==> src/rtl/exponent_axi_pkg.sv <==
// Register map, response codes and sequencer state encoding shared
// by the exponent AXI4-Lite master and its transaction engine.
package exponent_axi_pkg;

  localparam logic [31:0] OFS_X     = 32'h00;
  localparam logic [31:0] OFS_A     = 32'h04;
  localparam logic [31:0] OFS_START = 32'h08;
  localparam logic [31:0] OFS_P     = 32'h0C;
  localparam logic [31:0] OFS_DONE  = 32'h10;

  localparam logic [1:0] RESP_OKAY = 2'b00;

  localparam logic [2:0] S_IDLE    = 3'd0;
  localparam logic [2:0] S_WR_X    = 3'd1;
  localparam logic [2:0] S_WR_A    = 3'd2;
  localparam logic [2:0] S_WR_GO   = 3'd3;
  localparam logic [2:0] S_RD_DONE = 3'd4;
  localparam logic [2:0] S_GAP     = 3'd5;
  localparam logic [2:0] S_RD_P    = 3'd6;
  localparam logic [2:0] S_FIN     = 3'd7;

  function automatic logic [31:0] reg_addr(
    input logic [31:0] base,
    input logic [31:0] ofs
  );
    return base + ofs;
  endfunction

endpackage

==> src/rtl/exponent_axi4_lite_master_if.sv <==
// AXI4-Lite bus bundle between the exponent master sequencer
// and the exponent register slave.
interface exponent_axi4_lite_master_if;

  logic [31:0] awaddr;
  logic        awvalid;
  logic        awready;
  logic [31:0] wdata;
  logic [3:0]  wstrb;
  logic        wvalid;
  logic        wready;
  logic        bvalid;
  logic [1:0]  bresp;
  logic        bready;
  logic [31:0] araddr;
  logic        arvalid;
  logic        arready;
  logic [31:0] rdata;
  logic [1:0]  rresp;
  logic        rvalid;
  logic        rready;

  modport master (
    output awaddr, awvalid, wdata, wstrb, wvalid, bready,
    output araddr, arvalid, rready,
    input  awready, wready, bvalid, bresp,
    input  arready, rdata, rresp, rvalid
  );

  modport slave (
    input  awaddr, awvalid, wdata, wstrb, wvalid, bready,
    input  araddr, arvalid, rready,
    output awready, wready, bvalid, bresp,
    output arready, rdata, rresp, rvalid
  );

endinterface

==> src/rtl/axi4lite_master_xact.sv <==
// Single-beat AXI4-Lite engine: one write (AW+W, then B) or one read
// (AR, then R) per request; every bus output comes from a flop.
module axi4lite_master_xact (
  input  logic        clk_i,
  input  logic        rst_i,
  input  logic        req_i,
  input  logic        we_i,
  input  logic [31:0] addr_i,
  input  logic [31:0] wdata_i,
  output logic        ack_o,
  output logic [1:0]  resp_o,
  output logic [31:0] rdata_o,
  exponent_axi4_lite_master_if.master m
);

  logic        awvalid_q, wvalid_q, bready_q;
  logic        arvalid_q, rready_q, wr_q, ack_q;
  logic [31:0] awaddr_q, wdata_q, araddr_q, rdata_q;
  logic [1:0]  resp_q;
  logic        aw_left, w_left;

  assign aw_left = awvalid_q && !m.awready;
  assign w_left  = wvalid_q && !m.wready;

  always_ff @(posedge clk_i) begin
    if (rst_i) begin
      awvalid_q <= 1'b0;
      wvalid_q  <= 1'b0;
      bready_q  <= 1'b0;
      arvalid_q <= 1'b0;
      rready_q  <= 1'b0;
      wr_q      <= 1'b0;
      ack_q     <= 1'b0;
      awaddr_q  <= '0;
      wdata_q   <= '0;
      araddr_q  <= '0;
      rdata_q   <= '0;
      resp_q    <= '0;
    end else begin
      ack_q <= 1'b0;
      if (awvalid_q && m.awready) awvalid_q <= 1'b0;
      if (wvalid_q && m.wready) wvalid_q <= 1'b0;
      // B is only accepted once both address and data beats are gone
      if (wr_q && !bready_q && !aw_left && !w_left)
        bready_q <= 1'b1;
      if (bready_q && m.bvalid) begin
        bready_q <= 1'b0;
        wr_q     <= 1'b0;
        ack_q    <= 1'b1;
        resp_q   <= m.bresp;
      end
      if (arvalid_q && m.arready) begin
        arvalid_q <= 1'b0;
        rready_q  <= 1'b1;
      end
      if (rready_q && m.rvalid) begin
        rready_q <= 1'b0;
        ack_q    <= 1'b1;
        resp_q   <= m.rresp;
        rdata_q  <= m.rdata;
      end
      if (req_i && we_i) begin
        awvalid_q <= 1'b1;
        wvalid_q  <= 1'b1;
        awaddr_q  <= addr_i;
        wdata_q   <= wdata_i;
        wr_q      <= 1'b1;
      end else if (req_i) begin
        arvalid_q <= 1'b1;
        araddr_q  <= addr_i;
      end
    end
  end

  assign m.awaddr  = awaddr_q;
  assign m.awvalid = awvalid_q;
  assign m.wdata   = wdata_q;
  assign m.wstrb   = 4'hF;
  assign m.wvalid  = wvalid_q;
  assign m.bready  = bready_q;
  assign m.araddr  = araddr_q;
  assign m.arvalid = arvalid_q;
  assign m.rready  = rready_q;

  assign ack_o   = ack_q;
  assign resp_o  = resp_q;
  assign rdata_o = rdata_q;

endmodule

==> src/rtl/exponent_axi4_lite_master.sv <==
// Sequencer for the exponent slave: writes X, A, START, polls DONE
// with a programmable gap, then reads P and reports it with o_done.
module exponent_axi4_lite_master
  import exponent_axi_pkg::*;
#(
  parameter logic [31:0] BASE_ADDR = 32'h7c800000,
  parameter int unsigned POLL_GAP  = 4,
  parameter int unsigned POLL_MAX  = 255
) (
  input  logic        i_clk,
  input  logic        i_rst,
  input  logic        i_start,
  input  logic [3:0]  i_X,
  input  logic [3:0]  i_A,
  output logic        o_busy,
  output logic        o_done,
  output logic [14:0] o_P,
  output logic        o_error,
  exponent_axi4_lite_master_if.master m_axi
);

  localparam logic [7:0] GAP_LAST = 8'(POLL_GAP - 1);
  localparam logic [7:0] CNT_MAX  = 8'(POLL_MAX);

  logic [2:0]  state_q, state_d;
  logic        issued_q, issued_d;
  logic [3:0]  x_q, x_d, a_q, a_d;
  logic [7:0]  cnt_q, cnt_d, gap_q, gap_d;
  logic        busy_q, busy_d, done_q, done_d;
  logic        err_q, err_d;
  logic [14:0] p_q, p_d;

  logic        req, we, ack, bad;
  logic [31:0] ofs, wdata, rdata;
  logic [1:0]  resp;
  logic        unused_rdata;

  assign bad = resp != RESP_OKAY;
  assign unused_rdata = ^rdata[31:15];
  assign req = !issued_q && (state_q inside
    {S_WR_X, S_WR_A, S_WR_GO, S_RD_DONE, S_RD_P});

  always_comb begin
    we    = 1'b1;
    ofs   = OFS_X;
    wdata = {28'b0, x_q};
    unique case (state_q)
      S_WR_A: begin
        ofs   = OFS_A;
        wdata = {28'b0, a_q};
      end
      S_WR_GO: begin
        ofs   = OFS_START;
        wdata = 32'h1;
      end
      S_RD_DONE: begin
        we  = 1'b0;
        ofs = OFS_DONE;
      end
      S_RD_P: begin
        we  = 1'b0;
        ofs = OFS_P;
      end
      default: ;
    endcase
  end

  always_comb begin
    state_d  = state_q;
    issued_d = issued_q | req;
    x_d      = x_q;
    a_d      = a_q;
    cnt_d    = cnt_q;
    gap_d    = gap_q;
    busy_d   = busy_q;
    done_d   = 1'b0;
    err_d    = err_q;
    p_d      = p_q;
    unique case (state_q)
      S_IDLE: if (i_start) begin
        state_d = S_WR_X;
        x_d     = i_X;
        a_d     = i_A;
        busy_d  = 1'b1;
        err_d   = 1'b0;
        cnt_d   = '0;
      end
      S_WR_X:  if (ack) state_d = S_WR_A;
      S_WR_A:  if (ack) state_d = S_WR_GO;
      S_WR_GO: if (ack) state_d = S_RD_DONE;
      S_RD_DONE: if (ack) begin
        if (rdata[0]) begin
          state_d = S_RD_P;
        end else begin
          cnt_d = cnt_q + 8'd1;
          if (cnt_d == CNT_MAX) begin
            state_d = S_FIN;
            err_d   = 1'b1;
          end else if (POLL_GAP == 0) begin
            state_d = S_RD_DONE;
          end else begin
            state_d = S_GAP;
            gap_d   = '0;
          end
        end
      end
      S_GAP: begin
        if (gap_q == GAP_LAST) state_d = S_RD_DONE;
        else gap_d = gap_q + 8'd1;
      end
      S_RD_P: if (ack) begin
        state_d = S_FIN;
        if (!bad) p_d = rdata[14:0];
      end
      S_FIN:   state_d = S_IDLE;
      default: state_d = S_IDLE;
    endcase
    // an error response aborts the sequence without further traffic
    if (ack) begin
      issued_d = 1'b0;
      if (bad) begin
        state_d = S_FIN;
        err_d   = 1'b1;
      end
    end
    if (state_d == S_FIN && state_q != S_FIN) begin
      busy_d = 1'b0;
      done_d = 1'b1;
    end
  end

  always_ff @(posedge i_clk) begin
    if (i_rst) begin
      state_q  <= S_IDLE;
      issued_q <= 1'b0;
      x_q      <= '0;
      a_q      <= '0;
      cnt_q    <= '0;
      gap_q    <= '0;
      busy_q   <= 1'b0;
      done_q   <= 1'b0;
      err_q    <= 1'b0;
      p_q      <= '0;
    end else begin
      state_q  <= state_d;
      issued_q <= issued_d;
      x_q      <= x_d;
      a_q      <= a_d;
      cnt_q    <= cnt_d;
      gap_q    <= gap_d;
      busy_q   <= busy_d;
      done_q   <= done_d;
      err_q    <= err_d;
      p_q      <= p_d;
    end
  end

  axi4lite_master_xact u_xact (
    .clk_i   (i_clk),
    .rst_i   (i_rst),
    .req_i   (req),
    .we_i    (we),
    .addr_i  (reg_addr(BASE_ADDR, ofs)),
    .wdata_i (wdata),
    .ack_o   (ack),
    .resp_o  (resp),
    .rdata_o (rdata),
    .m       (m_axi)
  );

  assign o_busy  = busy_q;
  assign o_done  = done_q;
  assign o_P     = p_q;
  assign o_error = err_q;

endmodule
==> src/flat_wrapper.sv <==
// flat-port wrapper written by rule: the top's interface ports become plain ports
module exponent_axi4_lite_master_flat import exponent_axi_pkg::*;
#(
  parameter logic [31:0] BASE_ADDR = 32'h7c800000,
  parameter int unsigned POLL_GAP  = 4,
  parameter int unsigned POLL_MAX  = 255
)
  (i_clk, i_rst, i_start, i_X, i_A, o_busy, o_done, o_P, o_error, m_axi_awaddr, m_axi_awvalid, m_axi_wdata, m_axi_wstrb, m_axi_wvalid, m_axi_bready, m_axi_araddr, m_axi_arvalid, m_axi_rready, m_axi_awready, m_axi_wready, m_axi_bvalid, m_axi_bresp, m_axi_arready, m_axi_rdata, m_axi_rresp, m_axi_rvalid);
  exponent_axi4_lite_master_if m_axi_i ();
  input  logic i_clk;
  input  logic i_rst;
  input  logic i_start;
  input  logic [3:0] i_X;
  input  logic [3:0] i_A;
  output logic o_busy;
  output logic o_done;
  output logic [14:0] o_P;
  output logic o_error;
  output wire logic [$bits(m_axi_i.awaddr)-1:0] m_axi_awaddr;
  output wire logic [$bits(m_axi_i.awvalid)-1:0] m_axi_awvalid;
  output wire logic [$bits(m_axi_i.wdata)-1:0] m_axi_wdata;
  output wire logic [$bits(m_axi_i.wstrb)-1:0] m_axi_wstrb;
  output wire logic [$bits(m_axi_i.wvalid)-1:0] m_axi_wvalid;
  output wire logic [$bits(m_axi_i.bready)-1:0] m_axi_bready;
  output wire logic [$bits(m_axi_i.araddr)-1:0] m_axi_araddr;
  output wire logic [$bits(m_axi_i.arvalid)-1:0] m_axi_arvalid;
  output wire logic [$bits(m_axi_i.rready)-1:0] m_axi_rready;
  input wire logic [$bits(m_axi_i.awready)-1:0] m_axi_awready;
  input wire logic [$bits(m_axi_i.wready)-1:0] m_axi_wready;
  input wire logic [$bits(m_axi_i.bvalid)-1:0] m_axi_bvalid;
  input wire logic [$bits(m_axi_i.bresp)-1:0] m_axi_bresp;
  input wire logic [$bits(m_axi_i.arready)-1:0] m_axi_arready;
  input wire logic [$bits(m_axi_i.rdata)-1:0] m_axi_rdata;
  input wire logic [$bits(m_axi_i.rresp)-1:0] m_axi_rresp;
  input wire logic [$bits(m_axi_i.rvalid)-1:0] m_axi_rvalid;
  assign m_axi_awaddr = m_axi_i.awaddr;
  assign m_axi_awvalid = m_axi_i.awvalid;
  assign m_axi_wdata = m_axi_i.wdata;
  assign m_axi_wstrb = m_axi_i.wstrb;
  assign m_axi_wvalid = m_axi_i.wvalid;
  assign m_axi_bready = m_axi_i.bready;
  assign m_axi_araddr = m_axi_i.araddr;
  assign m_axi_arvalid = m_axi_i.arvalid;
  assign m_axi_rready = m_axi_i.rready;
  assign m_axi_i.awready = m_axi_awready;
  assign m_axi_i.wready = m_axi_wready;
  assign m_axi_i.bvalid = m_axi_bvalid;
  assign m_axi_i.bresp = m_axi_bresp;
  assign m_axi_i.arready = m_axi_arready;
  assign m_axi_i.rdata = m_axi_rdata;
  assign m_axi_i.rresp = m_axi_rresp;
  assign m_axi_i.rvalid = m_axi_rvalid;
  exponent_axi4_lite_master #(.BASE_ADDR(BASE_ADDR), .POLL_GAP(POLL_GAP), .POLL_MAX(POLL_MAX)) u_core (.i_clk(i_clk), .i_rst(i_rst), .i_start(i_start), .i_X(i_X), .i_A(i_A), .o_busy(o_busy), .o_done(o_done), .o_P(o_P), .o_error(o_error), .m_axi(m_axi_i));
endmodule
==> config.mk <==
export PLATFORM = sky130hd
export DESIGN_NAME = exponent_axi4_lite_master_flat
export DESIGN_NICKNAME = d
export VERILOG_FILES = /design/src/rtl/exponent_axi_pkg.sv /design/src/rtl/exponent_axi4_lite_master_if.sv /design/src/rtl/axi4lite_master_xact.sv /design/src/rtl/exponent_axi4_lite_master.sv /design/src/flat_wrapper.sv
export SDC_FILE = /design/constraint.sdc
export NUM_CORES = 1
export LEC_CHECK = 0
export ABC_CLOCK_PERIOD_IN_PS = 3730
export CORE_MARGIN = 2
export CORE_UTILIZATION = 47
export CTS_BUF_LIST = sky130_fd_sc_hd__clkbuf_8
export CTS_CLUSTER_DIAMETER = 80
export DETAILED_ROUTE_END_ITERATION = 8
export HOLD_SLACK_MARGIN = 0.1
export PLACE_DENSITY = 0.95
export RECOVER_POWER = 100
export SYNTH_ARGS = -nofsm -noshare
export SYNTH_HDL_FRONTEND = slang
export SYNTH_SLANG_ARGS = --single-unit
==> constraint.sdc <==
create_clock -name i_clk -period 3.73 [get_ports i_clk]
set_clock_uncertainty 0.1 [all_clocks]
set_input_delay 0.373 -clock i_clk [delete_from_list [all_inputs] [get_ports i_clk]]
set_output_delay 0.373 -clock i_clk [all_outputs]
set_load 0.05 [all_outputs]
==> impl_metrics.ini <==
[logic_synthesis]
syn-instance-count = 516
ys.flop_type = dfxtp_1
synthTopCellsByCount = 101 x nand2_1, 88 x buf_4, 82 x dfxtp_1
syn_area_per_cell_sq_um = 7.883
synth_most_common_cell = nand2_1
synth_top_area_cell = dfxtp_1
netlist_area_sq_um = 4068
synth_compound_area_share_pct = 16.61
yosys.area_share.xor_xnor_pct = 0.3999
synth-seq-cells = 82
yosysUniqueCellTypes = 47
ys_async_sr_fraction_pct = 0
synth_edf_count = 0
synth_mux_area_share_pct = 0.5537
synth_top_family_by_area = simple AND/OR/NAND/NOR gates
synth.top_cells.by_area = dfxtp_1 40%, buf_4 16%, nand2_1 9.3%, a21oi_1 8.5%, nor2_1 3.5%
ys_warn_count = 0
synthAdderAreaFrac_pct = 0.9228
yosys.area.top_type_share_pct = 40.36
yosys.area_share.simple_pct = 21.69
synth_seq_area_share_pct = 40.36

[timing]
fmax_mhz = 336.4
final-hold-violation-count = 0
final.min_clock_period_ns = 2.973
tightestPinTransition_ns = 2.158
relSlewSlack_pct = -43.88
setup_ws_ns = 0.7574
drv_slew = 53
fin_crit_sh_pct = 79.69
setup_viol = 0
fin_setup_tns_ns = 0
rsz0062_at_grt = no

[critical_path]
critPathBufInv = 2
max_stage_delay_ns = 1.51
crit_top_cell = clkbuf_1
crit_required_ns = 3.82
path_class = input pin to flip-flop
cp-end-kind = flip-flop
cp_slowest_cell = clkbuf_1
cpLargestDelayFamily = buffers and inverters
critPathArrivalTime_ns = 3.06
setup.worst_path.start_class = input pin
path_cells = clkbuf_1, clkbuf_1, nor2_1
worstPathMaxFanout = 52

[clock_network]
ctsResizeCount = 0
cts_buffers = 9
cts_max_level = 3
root_buffer = clkbuf_8
clock_latency_ns = 0.35
cts.sinks = 82
post_cts_buffers = 0
clk_pin_slew_ns = 0.08
cts.hold.buffers_added = 0
max-clock-path-buffers = 2
cts_tree = yes

[detailed_routing]
vias = 3469
detail_route.iter0.violations = 205
drtAntennaViolNets = 0
avgViaCountPerCell = 5.101
routed_wl_mm = 8.735
wire_per_inst_um = 12.85
drcViolationCount = 0
first_pass_iters = 5

[global_routing]
antenna_found_initial = 0
grt_pass1_wl_mm = 14.15
grt.total_usage_pct = 18.11
grt_max_degree = 53
grt_pass1_vias = 3137
grt-ovfl-total = 0

[finish]
drive_above_1_share_pct = 4.870
fillers = 717
design_area_sq_um = 4726
final_nets = 626
area_growth_syn_to_layout_pct = 16.18
antennaDiodeCount = 0

[floorplan]
dieArea_sq_um = 9415
die_w_um = 97.03
core-area_sq_um = 8299
dieHeight_um = 97.03
initial_core_util_pct = 49.01
num_rows = 33
boundaryPins = 175

[power]
p_per_area_nw_per_um2 = 413.7
ir_drop_mv = 0.2477
clkPwrFrac_pct = 34.7
p_leak_nw = 1.850
p_sw_share_pct = 31.52
p_int_mw = 1.339
seqPwrFrac_pct = 46.8
finalPower_mw = 1.955
p_sw_mw = 0.6162
power_frac_comb_pct = 18.5

[status]
violations = capacitance limit, slew limit
status = complete, but fails checks

[placement]
portBuffers = 79
placed_area_sq_um = 4527
place_hpwl_mm = 6.165
place_congestion = 0.8241
pre_cts_slack_ns = 1.237

[flow_run]
drv_cap = 1

[min_path]
hp-class = flip-flop to flip-flop
state kept, by name (all words and copies together), names as in the netlist, 2 cells and up:
register / cells
u_core.u_xact.m.wdata: 4
u_core.u_xact.rdata_o: 15
u_core.u_xact.m.awaddr: 4
u_core.x_q: 4
u_core.cnt_q: 8
u_core.state_q: 3
u_core.u_xact.resp_o: 2
u_core.o_P: 15
u_core.u_xact.m.araddr: 4
u_core.gap_q: 8
u_core.a_q: 4
cells in the final DEF (no fill, tap or decap), types with 3 or more instances in the layout:
cell	instances
a311oi_1	5
nor3b_1	4
nand2_1	101
a31oi_1	3
ha_1	3
nand3_1	10
nand3b_1	3
dlygate4sd3_1	47
dfxtp_1	82
clkbuf_8	9
or3_1	4
a211oi_1	5
a21oi_1	70
inv_1	6
conb_1	78
o21a_1	3
nor2_1	38
nand2b_1	8
clkdlybuf4s50_1	31
or2_2	3
and3_1	3
or4_1	3
o21ai_0	14
nor3_1	9
worst paths after layout:
path | slack (ns) | end | cells past startpoint | startpoint
worst max-delay path | 0.76 | u_core.u_xact.m.araddr[4] | 3 | i_rst
worst min-delay path | 0.35 | u_core.o_P[13] | 2 | u_core.u_xact.rdata_o[13]
worst max register to register | 1.06 | u_core.cnt_q[5] | 6 | u_core.state_q[2]
worst min register to register | 0.35 | u_core.o_P[13] | 2 | u_core.u_xact.rdata_o[13]
cell families (layout without fill, tap and decap cells):
| logic type | after synthesis | count (layout) |
|---|---|---|
| AOI/OAI and AO/OA | 113 | 113 |
| xor gates and xnor gates | 1 | 1 |
| adders and majority gates | 3 | 3 |
| buffers and inverters | 119 | 102 |
| DFF | 82 | 82 |
| muxes | 2 | 2 |
| other | 2 | 78 |
| and+or+nand+nor | 194 | 194 |
worst min-delay path: stages, from the launching register on:
cell and delay (ns):
dfxtp_1 0.31, nand2_1 0.05, a21oi_1 0.05
area by class of cell:
type,instances,area (sq um),share of cell area (%)
inverter,5,18.77,0.3971
clock inverter,6,83.83,1.774
multi-input combinational,391,1923,40.69
clock buffer,9,123.9,2.621
sequential,82,1642,34.74
tap,105,131.4,2.780
timing repair buffer,82,803.3,17.00
power by group through the flow:
stage                     sequential, mW  combinational [mW]  clock, mW
after floorplan                    0.958               0.329          0
after global placement             0.934               0.361          0
after detailed placement           0.936               0.365          0
after CTS                          0.915               0.366      0.690
after global routing               0.918               0.378      0.721
final                              0.915               0.361      0.679
stage by stage:
| step | util [%] | instances | hold slack [ns] |
|---|---|---|---|
| detailed placement | 54.55 | 665 | 0.3429 |
| global route | 56.94 | 680 | 0.3763 |
| CTS | 57.05 | 680 | 0.3551 |
| global placement | 54.55 | 665 | 0.3366 |
| floorplan | - | 592 | 0.3312 |
| finish | 56.94 | 680 | 0.3523 |
metal layers:
layer  up-vias  share of wire, %  GRT usage (%)
li1       1679                 -              -
met1      1598                40          20.09
met2       172                51          32.05
met3        20               7.9          6.286
met4         0               2.0          6.392
met5         -                 0              0
No activity file was read; power rests on OpenSTA's default activity.
